### config.mk
export PLATFORM = sky130hd
export DESIGN_NAME = disp_scan_mux_n
export DESIGN_NICKNAME = d
export VERILOG_FILES = /design/src/rtl/disp_scan_mux_n.sv
export SDC_FILE = /design/constraint.sdc
export NUM_CORES = 1
export LEC_CHECK = 0
export CAP_MARGIN = 20
export CORE_MARGIN = 1
export CORE_UTILIZATION = 45
export CTS_CLUSTER_DIAMETER = 60
export DETAILED_ROUTE_END_ITERATION = 7
export HOLD_SLACK_MARGIN = 0.02
export PLACE_DENSITY = 0.7
export SETUP_SLACK_MARGIN = 0.2
export SLEW_MARGIN = 20
export SYNTH_ARGS = -nofsm -noshare
export SYNTH_HDL_FRONTEND = slang
export SYNTH_SLANG_ARGS = --single-unit
### constraint.sdc
create_clock -name clk -period 3.7 [get_ports clk]
set_input_delay 0.555 -clock clk [delete_from_list [all_inputs] [get_ports clk]]
set_output_delay 0.555 -clock clk [all_outputs]
set_load 0.02 [all_outputs]
### src/rtl/disp_scan_mux_n.sv
// Multi-source seven-segment scan driver: per-frame source selection with snapshot, time-multiplexed digits.
// Optional DISP_BLANK_ZERO_EN macro enables leading-zero suppression.
module disp_scan_mux_n #(
    parameter int N_SRC        = 2,
    parameter int DIGITS       = 4,
    parameter int SEL_W        = 1,
    parameter int REFRESH_DIV  = 50000,
    parameter int DWELL_FRAMES = 64
) (
    input  logic                      clk,
    input  logic                      reset,
    input  logic [N_SRC*DIGITS*4-1:0] src_data,
    input  logic [SEL_W-1:0]          sel_in,
    input  logic                      auto_en,
    input  logic                      blank,
    output logic [6:0]                seg,
    output logic [DIGITS-1:0]         an,
    output logic [SEL_W-1:0]          cur_src,
    output logic                      frame_strobe
);
    localparam int PRE_W = $clog2(REFRESH_DIV);
    localparam int DIG_W = (DIGITS > 1) ? $clog2(DIGITS) : 1;
    localparam int DW_W  = (DWELL_FRAMES > 1) ? $clog2(DWELL_FRAMES) : 1;

    localparam logic [PRE_W-1:0] PRE_LAST = PRE_W'(REFRESH_DIV - 1);
    localparam logic [DIG_W-1:0] DIG_LAST = DIG_W'(DIGITS - 1);
    localparam logic [DW_W-1:0]  DW_LAST  = DW_W'(DWELL_FRAMES - 1);
    localparam logic [SEL_W-1:0] SRC_LAST = SEL_W'(N_SRC - 1);

    logic [PRE_W-1:0]    prescaler;
    logic [DIG_W-1:0]    digit_idx;
    logic [DW_W-1:0]     dwell_cnt;
    logic [DIGITS*4-1:0] snapshot;
    logic                tick_d;

    logic                tick;
    logic                frame_wrap;
    logic [SEL_W-1:0]    next_src;
    logic [DW_W-1:0]     next_dwell;
    logic [DIGITS*4-1:0] next_snap;
    logic [3:0]          cur_nib;
    logic                lead_zero;
    logic [6:0]          seg_next;
    logic [DIGITS-1:0]   an_next;

    function automatic logic [6:0] hex7(input logic [3:0] n);
        case (n)
            4'h0: hex7 = 7'h3F;
            4'h1: hex7 = 7'h06;
            4'h2: hex7 = 7'h5B;
            4'h3: hex7 = 7'h4F;
            4'h4: hex7 = 7'h66;
            4'h5: hex7 = 7'h6D;
            4'h6: hex7 = 7'h7D;
            4'h7: hex7 = 7'h07;
            4'h8: hex7 = 7'h7F;
            4'h9: hex7 = 7'h6F;
            4'hA: hex7 = 7'h77;
            4'hB: hex7 = 7'h7C;
            4'hC: hex7 = 7'h39;
            4'hD: hex7 = 7'h5E;
            4'hE: hex7 = 7'h79;
            default: hex7 = 7'h71;
        endcase
    endfunction

    // Source choice is evaluated every cycle but only committed on the frame wrap.
    always_comb begin
        tick       = (prescaler == PRE_LAST);
        frame_wrap = tick && (digit_idx == DIG_LAST);
        next_src   = cur_src;
        next_dwell = dwell_cnt;
        if (!auto_en) begin
            next_src   = (sel_in <= SRC_LAST) ? sel_in : '0;
            next_dwell = '0;
        end else if (dwell_cnt == DW_LAST) begin
            next_dwell = '0;
            next_src   = (cur_src == SRC_LAST) ? '0 : cur_src + 1'b1;
        end else begin
            next_dwell = dwell_cnt + 1'b1;
        end
        next_snap = src_data[int'(next_src)*DIGITS*4 +: DIGITS*4];
    end

    always_comb begin
        cur_nib = snapshot[int'(digit_idx)*4 +: 4];
`ifdef DISP_BLANK_ZERO_EN
        lead_zero = (digit_idx != '0);
        for (int unsigned d = 0; d < DIGITS; d++) begin
            if (d >= 32'(digit_idx) && snapshot[d*4 +: 4] != 4'h0) lead_zero = 1'b0;
        end
`else
        lead_zero = 1'b0;
`endif
        seg_next = lead_zero ? '0 : hex7(cur_nib);
        an_next  = DIGITS'(1) << digit_idx;
    end

    // Outputs update the cycle after the tick, using the already-advanced digit_idx and snapshot.
    always_ff @(posedge clk) begin
        if (reset) begin
            prescaler    <= '0;
            digit_idx    <= DIG_LAST;
            dwell_cnt    <= '0;
            snapshot     <= '0;
            tick_d       <= 1'b0;
            seg          <= '0;
            an           <= '0;
            cur_src      <= '0;
            frame_strobe <= 1'b0;
        end else begin
            prescaler    <= tick ? '0 : prescaler + 1'b1;
            tick_d       <= tick;
            frame_strobe <= frame_wrap;
            if (tick) digit_idx <= (digit_idx == DIG_LAST) ? '0 : digit_idx + 1'b1;
            if (frame_wrap) begin
                cur_src   <= next_src;
                dwell_cnt <= next_dwell;
                snapshot  <= next_snap;
            end
            if (tick_d) begin
                an  <= blank ? '0 : an_next;
                seg <= seg_next;
            end
        end
    end
endmodule

==> results of run 1 <==
==> layer usage <==
metal	track usage	vias to the layer above	share of wire
met2	0.3430	40	0.48
met4	0.06034	0	0.010
met3	0.03516	6	0.037
li1	-	1270	-
met1	0.2583	1194	0.48
met5	0	-	0
==> where the power goes <==
part / leakage, nW / switching [mW] / internal, mW
logic: 0.877 / 0.0304 / 0.0481
clock network: 0.0383 / 0.178 / 0.131
registers: 0.435 / 0.00199 / 0.583
total: 1.35 / 0.210 / 0.762
==> placed cells by master, fill, tap and decap left out, drive strengths merged, types with 5 or more instances in the layout <==
cell and n:
dfxtp 54, nand2 15, a31oi 19, nand3 25
mux4 5, or3 5, xor2 9, nand4 8
xnor2 6, inv 9, clkbuf 7, clkdlybuf4s50 49
ha 13, nor2 24, nand2b 9, a21oi 15
o21bai 16, o21ai 25
==> flip-flops by register name, summed over array words and instances, names as in the netlist <==
| name | cells |
|---|---|
| frame_strobe | 1 |
| seg | 7 |
| snapshot | 16 |
| an | 4 |
| digit_idx | 2 |
| prescaler | 16 |
| dwell_cnt | 6 |
| cur_src | 1 |
| tick_d | 1 |
==> worst min path at each step <==
stage | start | to | slack, ns | cells after the start
floorplan | prescaler[0]$_SDFF_PP0_ | prescaler[0]$_SDFF_PP0_ | 0.41 | 1
global placement | prescaler[0]$_SDFF_PP0_ | prescaler[0]$_SDFF_PP0_ | 0.43 | 1
detailed placement | prescaler[0]$_SDFF_PP0_ | prescaler[0]$_SDFF_PP0_ | 0.43 | 1
CTS | prescaler[0]$_SDFF_PP0_ | prescaler[0]$_SDFF_PP0_ | 0.45 | 1
global route | prescaler[0]$_SDFF_PP0_ | prescaler[0]$_SDFF_PP0_ | 0.47 | 1
finish | prescaler[0]$_SDFF_PP0_ | prescaler[0]$_SDFF_PP0_ | 0.44 | 1
==> kinds of logic after synthesis <==
kind of cell,share of synthesized area
AND/OR/NAND/NOR,0.2283
buffers and inverters,0.05482
flip-flops,0.3700
AO/OA/AOI/OAI,0.1970
adder cells (fa/ha/maj),0.05568
multiplexers,0.04925
XOR/XNOR,0.04497
==> cell type report <==
type	instances	share of cell area
Clock buffer	7	0.02184
Inverter	9	0.009667
Multi-Input combinational cell	243	0.4834
Sequential cell	54	0.3093
Tap cell	75	0.02685
Timing Repair Buffer	53	0.1489
==> per-stage QoR <==
stage | hold slack, ns | instance area (um2) | cells | power (mW)
floorplan | 0.4132 | 2922 | 327 | 0.6342
global placement | 0.4274 | 3418 | 434 | 0.6776
detailed placement | 0.4306 | 3418 | 434 | 0.6781
CTS | 0.4471 | 3495 | 441 | 0.9812
global route | 0.4733 | 3495 | 441 | 1.013
finish | 0.4417 | 3495 | 441 | 0.9726
==> impl_metrics.toml, run 1 <==
[timing]
tns_ns = 0
rsz0062_at_grt = "false"
setup_viol = 0
worst_pin_slew_ns = 0.8565
setup_ws_ns = 1.378
fin_crit_sh = 0.6277
max_freq_ghz = 0.4306
min_period_ns = 2.322
slew_headroom = 0.4247
fin_skew_ns = 0.01276
hold_viol = 0
slew_viol_final = 0

[worst_hold_path]
hold_path.class = "reg -> reg"

[logic_synthesis]
avgSynthCellArea_um2 = 8.934
yosys-top-cells-area = "dfxtp_1 (37%), ha_1 (5.6%), nand3_1 (4.1%), o21bai_1 (4.1%), a31oi_1 (4.1%)"
synth_area_um2 = 2922
yosysWarnings = 0
ys_async_sr_fraction = 0
syn_nets = 377
yosysTopAreaCell = "dfxtp_1"
syn_inst = 327
ys.flop_type = "dfxtp_1"
synthTopCellsByCount = "dfxtp_1 (54), nand3_1 (24), nor2_1 (23), o21ai_0 (21), a31oi_1 (19)"
yosys.cell_types.count = 53
synth.most_common_cell = "dfxtp_1"
synth_edf_count = 0
ys_ff_latch = 54
ys_seq_area_frac = 0.3700
synth.top_cell.area_share = 0.3700

[cts]
clk_path_buf_depth = 2
cts_num_sinks = 54
clk_pin_slew_ns = 0.10
hold_buffers = 0
insertion_delay_ns = 0.30
cts_root_buf = "clkbuf_8"
ctsHtreeMaxLevel = 2
numCtsBuffers = 5
cts_setup_buffers = 0
tritoncts = "built"
cts_resized = 0

[grt]
grt_first_pass_wirelength_mm = 10.54
antenna_found_initial = 0
grt.overflow.total = 0
grt_pass1_vias = 2341
grt_usage = 0.2010
grt_max_degree = 24

[worst_setup_path]
crit_fanout = 16
endpoint = "snapshot[9]$_SDFFE_PP0P_"
cp_num_cells = 6
end_kind = "flip-flop"
r2r_slack_ns = 1.38
timing.rr.end = "snapshot[9]$_SDFFE_PP0P_"
cp-startpoint = "digit_idx[0]$_SDFFE_PP1N_"
cpLargestDelayFamily = "simple AND/OR/NAND/NOR gates"
crit_arrival_ns = 2.55
crit_type = "reg -> reg"
crit_required_ns = 3.93
crit_chain = "ha_1 -> nand4_1 -> nor4_4 -> buf_4 -> o21bai_1 -> a31oi_1"
timing.rr.start = "digit_idx[0]$_SDFFE_PP1N_"
cp_slowest_cell = "nor4_4"
cpPeakStageDelay_ns = 0.68
crit_buf_inv = 1
crit_path_start_kind = "flip-flop"
r2r_cells = 6

[pwr]
powerDensity_nw_per_um2 = 278.3
leakagePower_nw = 1.350
ir_worst_vdd_mv = 0.1576

[placement]
hpwl_mm = 4.608
post-place-ws_ns = 1.414
io_buffers = 49
gp_congestion = 0.7926

[cells_and_area]
area_delta_synth_final_pct = 19.61
register_area_um2 = 1081
nets = 416
multi_input_area_um2 = 1689
utilization = 0.5733
nFillCells = 593
drive_gt1_frac = 0.07104
diodes = 0

[floorplan]
core_area_um2 = 6096
die_area_um2 = 6819
num_rows = 28
die-width_um = 82.58
start_util = 0.4793
io_pins = 50
die_h_um = 82.58

[drt]
dr_total_vias = 2510
post-route-drc-count = 0
routed_wl_mm = 6.290
initialDrtViolationCount = 110
viasPerCell = 5.692
drt.antenna.violating_nets = 0
routedWlPerCell_um = 14.26
drt_pass1_iterations = 4

[run_status]
status = "completed"

[flow_run]
drv_cap = 0
Power figures use the tool's default switching activity.
==> run 2, diff against run 1 <==
==> constraint.sdc (replaced) <==
create_clock -name clk -period 2.3 [get_ports clk]
set_input_delay 0.345 -clock clk [delete_from_list [all_inputs] [get_ports clk]]
set_output_delay 0.345 -clock clk [all_outputs]
set_load 0.02 [all_outputs]
==> run 2 against run 1 <==
  * Register-to-register slack worse by 1.1 ns
  * Global-route usage increased by 0.68 points
  * First-iteration DRC count up 39%
  * Critical path type unchanged
  * Largest power group unchanged
  * Total power is 64% higher
==> impl_metrics.toml, run 2 (synthesized netlist as in run 1, its figures left out) <==
[drt]
viasPerCell = 5.631
routedWlPerCell_um = 14.64
initialDrtViolationCount = 153
routed_wl_mm = 6.542
dr_total_vias = 2517
post-route-drc-count = 0
drt.antenna.violating_nets = 0
drt_pass1_iterations = 4

[timing]
setup_viol = 0
slew_headroom = 0.7520
fin_skew_ns = 0.008986
worst_pin_slew_ns = 0.3627
rsz0062_at_grt = "false"
setup_ws_ns = 0.2381
max_freq_ghz = 0.4850
fin_crit_sh = 0.8965
min_period_ns = 2.062
tns_ns = 0
slew_viol_final = 0
hold_viol = 0

[cells_and_area]
utilization = 0.5858
reg.largest.list = "prescaler: 16 flops, snapshot: 16 flops, seg: 7 flops"
final_common_cell = "dfxtp_1"
final_cell_mix = "dfxtp_1 (53), clkdlybuf4s50_1 (49), nand3_1 (24), nor2_1 (23), o21ai_0 (21)"
multi_input_area_um2 = 1693
stdcell_count = 447
diodes = 0
register_area_um2 = 1082
nFillCells = 570
drive_gt1_frac = 0.09677
nets = 423
area_delta_synth_final_pct = 22.23

[grt]
grt_pass1_vias = 2287
grt_first_pass_wirelength_mm = 10.83
grt_max_degree = 26
grt.overflow.total = 0
grt_usage = 0.2078
antenna_found_initial = 0

[cts]
insertion_delay_ns = 0.30
clk_path_buf_depth = 2
clk_pin_slew_ns = 0.09
numCtsBuffers = 5
ctsHtreeMaxLevel = 2
hold_buffers = 0
tritoncts = "built"
cts_root_buf = "clkbuf_8"
cts_num_sinks = 54

[worst_setup_path]
crit_top_cell = "or4_4"
r2r_cells = 4
crit_path_start_kind = "flip-flop"
crit_arrival_ns = 2.25
crit_fanout = 6
cpPeakStageDelay_ns = 0.57
crit_type = "reg -> reg"
cp_slowest_cell = "or4_4"
crit_required_ns = 2.49
crit_chain = "or4_4 -> or4_4 -> buf_4 -> a211o_1"
end_kind = "flip-flop"

[floorplan]
num_rows = 28
core_area_um2 = 6096
io_pins = 50
die_area_um2 = 6819
die_h_um = 82.58
start_util = 0.4793
die-width_um = 82.58

[pwr]
clkPwrFrac = 0.329
leakagePower_nw = 1.391
p_sw_frac = 0.2169
seqPwrFrac = 0.590
combinationalPowerShare = 0.081
ir_worst_vdd_mv = 0.2868
powerDensity_nw_per_um2 = 447.0
p_sw_uw = 346.2
intPower_mw = 1.250

[worst_hold_path]
hold_path.class = "reg -> reg"
hold_depth = 1

[run_status]
status = "completed"

[placement]
dp_cells = 439
gp_congestion = 0.8324
hpwl_mm = 4.688
post-place-ws_ns = 0.1198
io_buffers = 49

[flow_run]
drv_cap = 0
run 2: area by class of cell:
class,instances,share of cell area
multi-input cells,243,0.4741
well taps,75,0.02628
repair buffers,60,0.1640
flip-flops and latches,54,0.3031
inverters,9,0.009460
clock buffers,6,0.02313
run 2: path summary, 6_finish.rpt:
path | start | endpoint | slack, ns
worst max-delay path | prescaler[5]$_SDFF_PP0_ | digit_idx[1]$_SDFFE_PP1N_ | 0.24
worst min-delay path | prescaler[0]$_SDFF_PP0_ | prescaler[0]$_SDFF_PP0_ | 0.46
worst max register to register | prescaler[5]$_SDFF_PP0_ | digit_idx[1]$_SDFFE_PP1N_ | 0.24
worst min register to register | prescaler[0]$_SDFF_PP0_ | prescaler[0]$_SDFF_PP0_ | 0.46
run 2: power groups by stage:
stage               registers [mW]  clock network (mW)  logic [mW]
global placement             0.964                   0       0.127
floorplan                    0.963                   0      0.0573
finish                       0.942               0.526       0.129
global route                 0.943               0.573       0.139
CTS                          0.942               0.534       0.129
detailed placement           0.964                   0       0.128
run 2: per-stage QoR:
| step | total power, mW | hold slack (ns) | cell area, um2 |
|---|---|---|---|
| floorplan | 1.020 | 0.4132 | 2922 |
| CTS | 1.605 | 0.4576 | 3562 |
| global route | 1.655 | 0.4994 | 3571 |
| global placement | 1.091 | 0.4252 | 3456 |
| finish | 1.596 | 0.4559 | 3571 |
| detailed placement | 1.092 | 0.4425 | 3456 |
run 2: per-layer routing:
metal | global-route usage | wire length (um) | up-vias
met5 | 0 | 0 | -
met4 | 0.05517 | 49 | 0
met3 | 0.03626 | 253 | 5
met2 | 0.3471 | 3056 | 57
met1 | 0.2759 | 3182 | 1175
li1 | - | - | 1280
run 2: what timing repair did:
action,4_1_cts,5_1_grt
pin swaps,1,2
buffers inserted,1,1
endpoints found under the setup margin,19,21
hold endpoints to repair,0,0
resized for setup,1,1
run 2: worst max-delay path: cells and delay by family, from the launching register on:
family | cells | cell delay [ns]
flops | 1 | 0.35
compound gates | 1 | 0.29
buf+inv | 1 | 0.18
simple gates | 2 | 1.14
==> run 3, diff against run 2 <==
--- a/config.mk
+++ b/config.mk
@@ -17,3 +17,4 @@
 export SYNTH_ARGS = -nofsm -noshare
 export SYNTH_HDL_FRONTEND = slang
 export SYNTH_SLANG_ARGS = --single-unit
+export TNS_END_PERCENT = 5
==> run 3 against run 2 <==
  * Clock skew hardly changed
  * Count of clock-buffer cells in the layout stayed put
  * Register-to-register slack worse by 0.03 ns
  * Via count is 0.16% lower
  * Sequential power hardly changed
  * Global-route usage hardly changed
  * Hold slack hardly changed
  * Sequential share of layout area stayed put
  * Fmax is 1.5% lower
  * Clock power hardly changed
  * Cell count stayed put
  * Largest cell class unchanged
==> impl_metrics.toml, run 3 (synthesized netlist as in run 1, its figures left out) <==
[cells_and_area]
reg.largest.list = "prescaler: 16 flops, snapshot: 16 flops, seg: 7 flops"
nFillCells = 570
final_cell_mix = "dfxtp_1 (53), clkdlybuf4s50_1 (49), nand3_1 (24), nor2_1 (23), o21ai_0 (21)"
multi_input_area_um2 = 1693
diodes = 0
final_common_cell = "dfxtp_1"
nets = 423
area_delta_synth_final_pct = 22.23
drive_gt1_frac = 0.09677
register_area_um2 = 1082

[grt]
grt_first_pass_wirelength_mm = 10.81
antenna_found_initial = 0
grt_pass1_vias = 2283
grt.overflow.total = 0
grt_max_degree = 26
grt_usage = 0.2076

[timing]
min_period_ns = 2.093
whs_ns = 0.4559
slew_viol_final = 0
setup_viol = 0
slew_headroom = 0.7520
hold_viol = 0
tns_ns = 0
worst_pin_slew_ns = 0.3627
fin_skew_ns = 0.008594
max_freq_ghz = 0.4778
rsz0062_at_grt = "true"
fin_crit_sh = 0.9099

[floorplan]
io_pins = 50
die-width_um = 82.58
die_h_um = 82.58
die_area_um2 = 6819
num_rows = 28
core_area_um2 = 6096
start_util = 0.4793

[cts]
cts_num_sinks = 54
clk_pin_slew_ns = 0.09
clk_path_buf_depth = 2
numCtsBuffers = 5
hold_buffers = 0
insertion_delay_ns = 0.30
cts_root_buf = "clkbuf_8"
ctsHtreeMaxLevel = 2
tritoncts = "built"

[worst_setup_path]
crit_type = "reg -> reg"
crit_path_start_kind = "flip-flop"
crit_required_ns = 2.54
crit_fanout = 6
timing.rr.start = "prescaler[5]$_SDFF_PP0_"
crit_arrival_ns = 2.34
end_kind = "flip-flop"
cp-startpoint = "prescaler[5]$_SDFF_PP0_"
r2r_slack_ns = 0.21
r2r_cells = 4
timing.rr.end = "dwell_cnt[0]$_SDFFE_PP0P_"

[pwr]
ir_worst_vdd_mv = 0.2881
clkPwrFrac = 0.330
powerDensity_nw_per_um2 = 447.3
seqPwrFrac = 0.590
intPower_mw = 1.250
combinationalPowerShare = 0.081
p_total_mw = 1.597
p_sw_frac = 0.2174
leakagePower_nw = 1.391
p_sw_uw = 347.2

[flow_run]
drv_cap = 0

[drt]
drt.antenna.violating_nets = 0
viasPerCell = 5.622
initialDrtViolationCount = 152
routed_wl_mm = 6.548
drt_pass1_iterations = 4
routedWlPerCell_um = 14.65
dr_total_vias = 2513
post-route-drc-count = 0

[worst_hold_path]
hold_path.class = "reg -> reg"
min_from = "prescaler[0]$_SDFF_PP0_"
whs_endpoint = "prescaler[0]$_SDFF_PP0_"
hold_depth = 1

[placement]
io_buffers = 49
hpwl_mm = 4.688
gp_congestion = 0.8324

[run_status]
status = "completed"
run 3: cell counts in the layout (fill, tap and decap cells not counted):
Identical to the previous run, type by type.
run 3: what timing repair did:
action / CTS / global route
endpoints found under the setup margin: 19 / 27
pin swaps: 1 / 1
setup buffers: 1 / 1
resized for setup: 0 / 2
run 3: metal layers:
metal / wire length, um / share of wire / vias to the layer above / GRT usage
met2: 3058 / 0.47 / 57 / 0.3463
met5: 0 / 0 / - / 0
met3: 239 / 0.036 / 5 / 0.03626
met4: 49 / 0.0075 / 0 / 0.05517
met1: 3201 / 0.49 / 1173 / 0.2759
li1: - / - / 1278 / -
run 3: final cells by class:
class,count,share of cell area
multi-input combinational,243,0.4741
tap,75,0.02628
timing repair buffer,60,0.1640
clock buffer,6,0.02313
sequential,54,0.3031
inverter,9,0.009460
run 3: worst max path at each step:
stage | slack (ns) | endpoint
6_report | 0.21 | dwell_cnt[0]$_SDFFE_PP0P_
2_1_floorplan | 0.30 | snapshot[5]$_SDFFE_PP0P_
5_1_grt | 0.15 | dwell_cnt[0]$_SDFFE_PP0P_
3_3_place_gp | 0.17 | snapshot[0]$_SDFFE_PP0P_
4_1_cts | 0.16 | digit_idx[1]$_SDFFE_PP1N_
3_5_place_dp | 0.12 | snapshot[3]$_SDFFE_PP0P_
run 3: power groups by stage:
stage | logic, mW | clock network, mW | registers [mW]
after floorplan | 0.0573 | 0 | 0.963
after global placement | 0.127 | 0 | 0.964
after detailed placement | 0.128 | 0 | 0.964
after CTS | 0.129 | 0.534 | 0.942
after global routing | 0.139 | 0.573 | 0.943
final | 0.129 | 0.526 | 0.942
run 3: worst max-delay path, stage by stage (launching register included):
cell and delay [ns]:
dfxtp_1 0.35, or4_4 0.57, or4_4 0.60, or3_1 0.38, a21oi_2 0.13
run 3: per-stage QoR:
stage / area, um2 / setup WS, ns / util / instances
floorplan: 2922 / 0.2967 / - / 327
global placement: 3456 / 0.1743 / 0.5669 / 439
detailed placement: 3456 / 0.1198 / 0.5669 / 439
CTS: 3558 / 0.1628 / 0.5837 / 446
global route: 3571 / 0.1523 / 0.5858 / 447
finish: 3571 / 0.2072 / 0.5858 / 447
